[config.mk]
export PLATFORM = sky130hd
export DESIGN_NAME = bht_gshare
export DESIGN_NICKNAME = d
export VERILOG_FILES = /design/src/rtl/bht_gshare.sv
export SDC_FILE = /design/constraint.sdc
export NUM_CORES = 2
export LEC_CHECK = 0
export BUFFER_PORTS_ARGS = -buffer_cell sky130_fd_sc_hd__buf_2
export CORE_UTILIZATION = 50
export DETAILED_ROUTE_END_ITERATION = 12
export PLACE_DENSITY = 0.66
export SETUP_SLACK_MARGIN = 0.1
export SYNTH_ARGS = -nofsm -noshare
export SYNTH_HDL_FRONTEND = slang
export SYNTH_SLANG_ARGS = --single-unit
[constraint.sdc]
create_clock -name clk -period 70.2 [get_ports clk]
set_input_delay 7.02 -clock clk [delete_from_list [all_inputs] [get_ports clk]]
set_output_delay 7.02 -clock clk [all_outputs]
set_load 0.05 [all_outputs]
[src/rtl/bht_gshare.sv]
// Two-level gshare/bimodal branch predictor with init sweep,
// speculative GHR, mispredict repair and perf counters.
module bht_gshare #(
    parameter int INDEX_BITS = 10,
    parameter int GHR_BITS   = 8,
    parameter int CTR_BITS   = 2,
    parameter bit GSHARE     = 1'b1
) (
    input  logic                clk,
    input  logic                rst_n,
    input  logic                pred_valid,
    input  logic [31:0]         pred_pc,
    output logic                pred_ready,
    output logic                prediction,
    output logic [GHR_BITS-1:0] pred_ghr,
    input  logic                upd_valid,
    input  logic [31:0]         upd_pc,
    input  logic [GHR_BITS-1:0] upd_ghr,
    input  logic                upd_taken,
    input  logic                upd_is_jump,
    input  logic                upd_mispredict,
    output logic [31:0]         perf_branches,
    output logic [31:0]         perf_mispredicts
);

    localparam int ENTRIES = 2 ** INDEX_BITS;
    localparam logic [CTR_BITS-1:0] WNT =
        {1'b0, {(CTR_BITS-1){1'b1}}};
    localparam logic [CTR_BITS-1:0] CTR_MAX = '1;

    typedef enum logic {
        S_INIT,
        S_RUN
    } state_e;

    state_e                state_q, state_d;
    logic [INDEX_BITS-1:0] init_idx_q, init_idx_d;
    logic [GHR_BITS-1:0]   ghr_q, ghr_d;
    logic [31:0]           br_q, br_d;
    logic [31:0]           mp_q, mp_d;
    logic [CTR_BITS-1:0]   table_q [ENTRIES];

    logic [INDEX_BITS-1:0] pred_idx;
    logic [INDEX_BITS-1:0] upd_idx;
    logic [CTR_BITS-1:0]   upd_ctr;
    logic [CTR_BITS-1:0]   upd_next;
    logic                  raw_pred;
    logic                  run;
    logic                  wr_en;
    logic [INDEX_BITS-1:0] wr_idx;
    logic [CTR_BITS-1:0]   wr_data;
    logic                  unused_pc_bits;

    // Table index: word line, optionally folded with the history.
    function automatic logic [INDEX_BITS-1:0] idx_f(
        input logic [INDEX_BITS-1:0] line,
        input logic [GHR_BITS-1:0]   g
    );
        logic [INDEX_BITS-1:0] gx;
        gx = '0;
        gx[GHR_BITS-1:0] = g;
        if (GSHARE) begin
            return line ^ gx;
        end
        return line;
    endfunction

    // Shift a new outcome into a history value; works for GHR_BITS=1.
    function automatic logic [GHR_BITS-1:0] shl_f(
        input logic [GHR_BITS-1:0] g,
        input logic                b
    );
        return GHR_BITS'({g, b});
    endfunction

    assign unused_pc_bits = ^{pred_pc[1:0], pred_pc[31:INDEX_BITS+2],
                              upd_pc[1:0], upd_pc[31:INDEX_BITS+2]};

    assign pred_idx = idx_f(pred_pc[INDEX_BITS+1:2], ghr_q);
    assign upd_idx  = idx_f(upd_pc[INDEX_BITS+1:2], upd_ghr);
    assign raw_pred = table_q[pred_idx][CTR_BITS-1];
    assign upd_ctr  = table_q[upd_idx];

    // Saturating counter training value for the resolved branch.
    always_comb begin
        upd_next = upd_ctr;
        if (upd_is_jump) begin
            upd_next = CTR_MAX;
        end else if (upd_taken) begin
            if (upd_ctr != CTR_MAX) upd_next = upd_ctr + 1'b1;
        end else begin
            if (upd_ctr != '0) upd_next = upd_ctr - 1'b1;
        end
    end

    // FSM state register: reset restarts the sweep at entry 0.
    always_ff @(posedge clk) begin
        if (!rst_n) begin
            state_q    <= S_INIT;
            init_idx_q <= '0;
        end else begin
            state_q    <= state_d;
            init_idx_q <= init_idx_d;
        end
    end

    // FSM next state: sweep every entry once, then run forever.
    always_comb begin
        state_d    = state_q;
        init_idx_d = init_idx_q;
        unique case (state_q)
            S_INIT: begin
                init_idx_d = init_idx_q + 1'b1;
                if (init_idx_q == '1) state_d = S_RUN;
            end
            S_RUN: begin
                state_d = S_RUN;
            end
        endcase
    end

    // FSM outputs: table write port and the prediction gating.
    always_comb begin
        run     = (state_q == S_RUN);
        wr_en   = 1'b0;
        wr_idx  = init_idx_q;
        wr_data = WNT;
        unique case (state_q)
            S_INIT: begin
                wr_en = 1'b1;
            end
            S_RUN: begin
                wr_en   = upd_valid;
                wr_idx  = upd_idx;
                wr_data = upd_next;
            end
        endcase
    end

    assign pred_ready       = run;
    assign prediction       = run & raw_pred;
    assign pred_ghr         = ghr_q;
    assign perf_branches    = br_q;
    assign perf_mispredicts = mp_q;

    // History and perf next state; repair overrides speculation.
    always_comb begin
        ghr_d = ghr_q;
        br_d  = br_q;
        mp_d  = mp_q;
        if (run) begin
            if (upd_valid && upd_mispredict) begin
                ghr_d = shl_f(upd_ghr, upd_taken | upd_is_jump);
            end else if (pred_valid) begin
                ghr_d = shl_f(ghr_q, raw_pred);
            end
            if (upd_valid) begin
                br_d = br_q + 32'd1;
                if (upd_mispredict) mp_d = mp_q + 32'd1;
            end
        end
    end

    // History and perf registers.
    always_ff @(posedge clk) begin
        if (!rst_n) begin
            ghr_q <= '0;
            br_q  <= '0;
            mp_q  <= '0;
        end else begin
            ghr_q <= ghr_d;
            br_q  <= br_d;
            mp_q  <= mp_d;
        end
    end

    // Counter table write; reads above see the pre-edge value.
    always_ff @(posedge clk) begin
        if (rst_n && wr_en) begin
            table_q[wr_idx] <= wr_data;
        end
    end

endmodule

==> results.json <==
{
  "coreArea_um2": 190000,
  "setup.worst_path.start": "pred_pc[2]",
  "internal-power_mw": 2.10,
  "place.gp.congestion": 0.933,
  "leakage_nw": 33.7,
  "insertion_delay_ps": 890,
  "layout-drive-gt1-share_pct": 20.6,
  "yosysSeqAreaShare_pct": 65.8,
  "synthesis.area_um2": 95900,
  "crit-reg2reg-launch": "table_q[308][0]",
  "swShare_pct": 24.6,
  "cts_buffers": 215,
  "ys.flop_type": "edfxtp_1",
  "die-area_um2": 194000,
  "grt-ovfl-total": 0,
  "maxCapViolations": 0,
  "violations": "slew limit",
  "cp.arrival_ps": 12700,
  "cts.sinks": 2131,
  "firstDrtPassIters": 6,
  "power_frac_seq_pct": 49.2,
  "drt-initial-drc-count": 10300,
  "fmax_mhz": 50.7,
  "slew_headroom_pct": -1.22,
  "fillers": 14900,
  "worstMarginPinSlew_ps": 1520,
  "pwr-share-clk_pct": 41.1,
  "synth-edff-count": 2048,
  "portBuffers": 108,
  "cp_slowest_cell": "buf_4",
  "dieHeight_um": 440,
  "multi_input_area_um2": 30800,
  "holdPathStages": 2,
  "register_area_um2": 63200,
  "ff2ff_path_depth": 11,
  "synthDistinctLibCells": 75,
  "setup_tns_ps": 0,
  "p_switching_mw": 0.686,
  "syn2layout_area_growth_pct": 10.4,
  "grt_pass1_vias": 60200,
  "timing.rr.end": "table_q[162][0]",
  "place_hpwl_um": 182000,
  "pin_count": 153,
  "wire_per_inst_um": 36.1,
  "routed_via_density": 6.97,
  "finalSetupViolations": 0,
  "final_antenna_net_count": 0,
  "crit_family": "buffers and inverters",
  "fin_skew_ps": 50.0,
  "met2_usage_pct": 49.4,
  "use_met1_pct": 43.2,
  "outcome": "finished, violations left",
  "finalPower_mw": 2.79,
  "post-route-period-util_pct": 28.1,
  "grt_pass1_wl_um": 451000,
  "antenna_found_initial": 25,
  "grt_start_max_net_pins": 304,
  "rows": 160,
  "fp.dieW_um": 440,
  "start_util_pct": 50.4,
  "cp.required_ps": 63180,
  "busiest_layer": "met2",
  "nNetsFinal": 6344,
  "p_comb_share_pct": 9.7,
  "path_cells": "buf_2 > xor2_4 > buf_4 > buf_12 > mux4_2 > mux2i_1 > mux4_2 > or3_1 > o21ai_0 > nor4_1 > nor3_1 > nand3_1 > nor2_1 > buf_2",
  "ir_drop_mv": 0.0274,
  "use_met3_pct": 10.5,
  "path_max_fanout": 81,
  "crit_buf_inv": 4,
  "root_buffer": "clkbuf_16",
  "period_minus_slack_ps": 19720,
  "endpoint": "prediction",
  "syn_area_per_cell_um2": 15.3,
  "p_per_area_nw_per_um2": 26.3,
  "synthArstFlopShare_pct": 0,
  "startpoint_type": "input port",
  "cp-end-kind": "output pin",
  "yosys_register_bits": 2131,
  "slew_viol_final": 48,
  "post_cts_buffers": 0,
  "crit_type": "in2out",
  "track_usage_pct": 33.4,
  "syn_inst": 6281,
  "ctsResizeCount": 0,
  "syn_nets": 6363,
  "hp-class": "reg2reg",
  "vias": 62400,
  "htreeDepth": 4,
  "path_depth": 14,
  "cts_tree": "yes",
  "utilization_pct": 55.6,
  "slowest_delay_ps": 870,
  "drc_errors": 0,
  "hold_buffers": 0,
  "synth-warning-count": 0,
  "wl_um": 324000,
  "finalHoldViolations": 0,
  "rsz0062_at_grt": "no",
  "clock_tree.buffer_depth": 3,
  "path_clk_slew_ps": 60,
  "rrSetupSlack_ps": 63710
}
==> registers in the layout, indices dropped and copies added (netlist names) <==
name and cells:
table_q 2048, perf_branches 32, perf_mispredicts 32, init_idx_q 10, pred_ghr 8, pred_ready 1
==> worst min path at each step <==
| stage | startpoint | to |
|---|---|---|
| 4_1_cts | perf_branches[29] | perf_branches[29] |
| 5_1_grt | perf_branches[29] | perf_branches[29] |
| 6_report | perf_branches[29] | perf_branches[29] |
| 2_1_floorplan | init_idx_q[6] | init_idx_q[6] |
| 3_5_place_dp | perf_branches[29] | perf_branches[29] |
| 3_3_place_gp | perf_branches[9] | perf_branches[9] |
==> placed cells by master (no fill, tap or decap), types with 10 or more instances in the layout <==
master and count:
a21boi_0 12, a21oi_1 47, a221oi_1 22, a22o_1 17
a22oi_1 81, a31oi_1 72, a32oi_1 30, and2_1 63
and3_1 24, buf_2 108, buf_4 150, bufinv_16 19
clkbuf_1 53, clkbuf_16 216, clkinv_1 39, clkinv_2 37
dfxtp_1 83, diode_2 13, edfxtp_1 2048, mux2i_1 114
mux4_1 15, mux4_2 661, nand2_1 675, nand2_2 13
nand2_4 20, nand3_1 245, nand4_1 79, nor2_1 1111
nor3_1 16, o2111ai_1 16, o211ai_1 14, o21ai_0 39
o22ai_1 11, or3_1 12, xnor2_1 54, xnor2_2 10
xor2_1 12, xor2_4 13
==> metrics by stage <==
stage | hold slack (ps) | area, um2 | instances | setup slack [ps]
6_report | 504 | 106000 | 8962 | 50480
5_1_grt | 532 | 106000 | 8956 | 50350
4_1_cts | 510 | 106000 | 8949 | 50580
3_5_place_dp | 501 | 98900 | 8556 | 50580
3_3_place_gp | 487 | 98900 | 8556 | 50600
2_1_floorplan | 491 | 95900 | 6281 | 30570
==> routing by layer <==
metal,vias up,wire (um),part of all wire [%]
li1,24300,-,-
met1,31800,110000,34
met2,5197,144000,45
met3,1055,47200,15
met4,18,22600,7.0
met5,-,127,0.039
==> logic make-up (layout without fill, tap and decap cells) <==
family | after synthesis | count (layout) | synth area share, %
muxes | 796 | 796 | 17.2
other | 0 | 13 | 0
DFF | 2131 | 2131 | 65.8
adders and majority gates | 3 | 3 | 0.0391
xor gates and xnor gates | 91 | 91 | 0.854
buffers and inverters | 511 | 668 | 2.75
AOI/OAI and AO/OA | 437 | 437 | 3.33
and+or+nand+nor | 2312 | 2312 | 10.0
==> Yosys cell counts, types with 12 or more instances <==
| cell | number | area share, % |
|---|---|---|
| a22o_1 | 17 | 0.16 |
| buf_4 | 66 | 0.52 |
| o21ai_0 | 39 | 0.20 |
| nor2_1 | 1123 | 4.4 |
| mux4_1 | 15 | 0.41 |
| nand3_1 | 247 | 1.3 |
| clkbuf_1 | 289 | 1.1 |
| and3_1 | 24 | 0.16 |
| a32oi_1 | 30 | 0.27 |
| xor2_1 | 23 | 0.21 |
| mux2i_1 | 114 | 1.2 |
| edfxtp_1 | 2048 | 64 |
| or3_1 | 12 | 0.078 |
| o2111ai_1 | 16 | 0.15 |
| a31oi_1 | 72 | 0.47 |
| o211ai_1 | 14 | 0.11 |
| dfxtp_1 | 83 | 1.7 |
| nand2_1 | 708 | 2.8 |
| buf_2 | 98 | 0.51 |
| a22oi_1 | 81 | 0.63 |
| a221oi_1 | 22 | 0.20 |
| nand4_1 | 79 | 0.52 |
| buf_6 | 30 | 0.35 |
| mux4_2 | 661 | 16 |
| nor3_1 | 18 | 0.094 |
| xnor2_1 | 65 | 0.59 |
| and2_1 | 63 | 0.41 |
| a21oi_1 | 47 | 0.25 |
| a21boi_0 | 12 | 0.094 |
==> area by class of cell <==
cell class              count  area share [%]
inverters                   9          0.0319
clock buffers             275            5.37
well taps                2511            2.97
clock inverters           118            1.21
flip-flops and latches   2131            59.6
multi-input cells        3639            29.1
repair buffers            266            1.72
diodes                     13          0.0307
==> power groups by stage <==
stage | combinational [mW] | sequential [mW] | clock (mW)
2_1_floorplan | 0.158 | 1.40 | 0
3_3_place_gp | 0.259 | 1.40 | 0
3_5_place_dp | 0.260 | 1.40 | 0
4_1_cts | 0.261 | 1.37 | 1.15
5_1_grt | 0.273 | 1.37 | 1.20
6_report | 0.271 | 1.37 | 1.15
==> worst reg2reg max path, cell delays in order, from the launching register on <==
cell	delay, ps
edfxtp_1	380
mux4_1	540
mux4_2	470
nor2_1	130
a31oi_1	80
a2111oi_0	1030
and4b_1	390
nor4_2	100
a2bb2oi_1	170
o21ai_4	870
buf_4	950
buf_4	1000
Note: power is estimated with default switching activity, not from simulation.
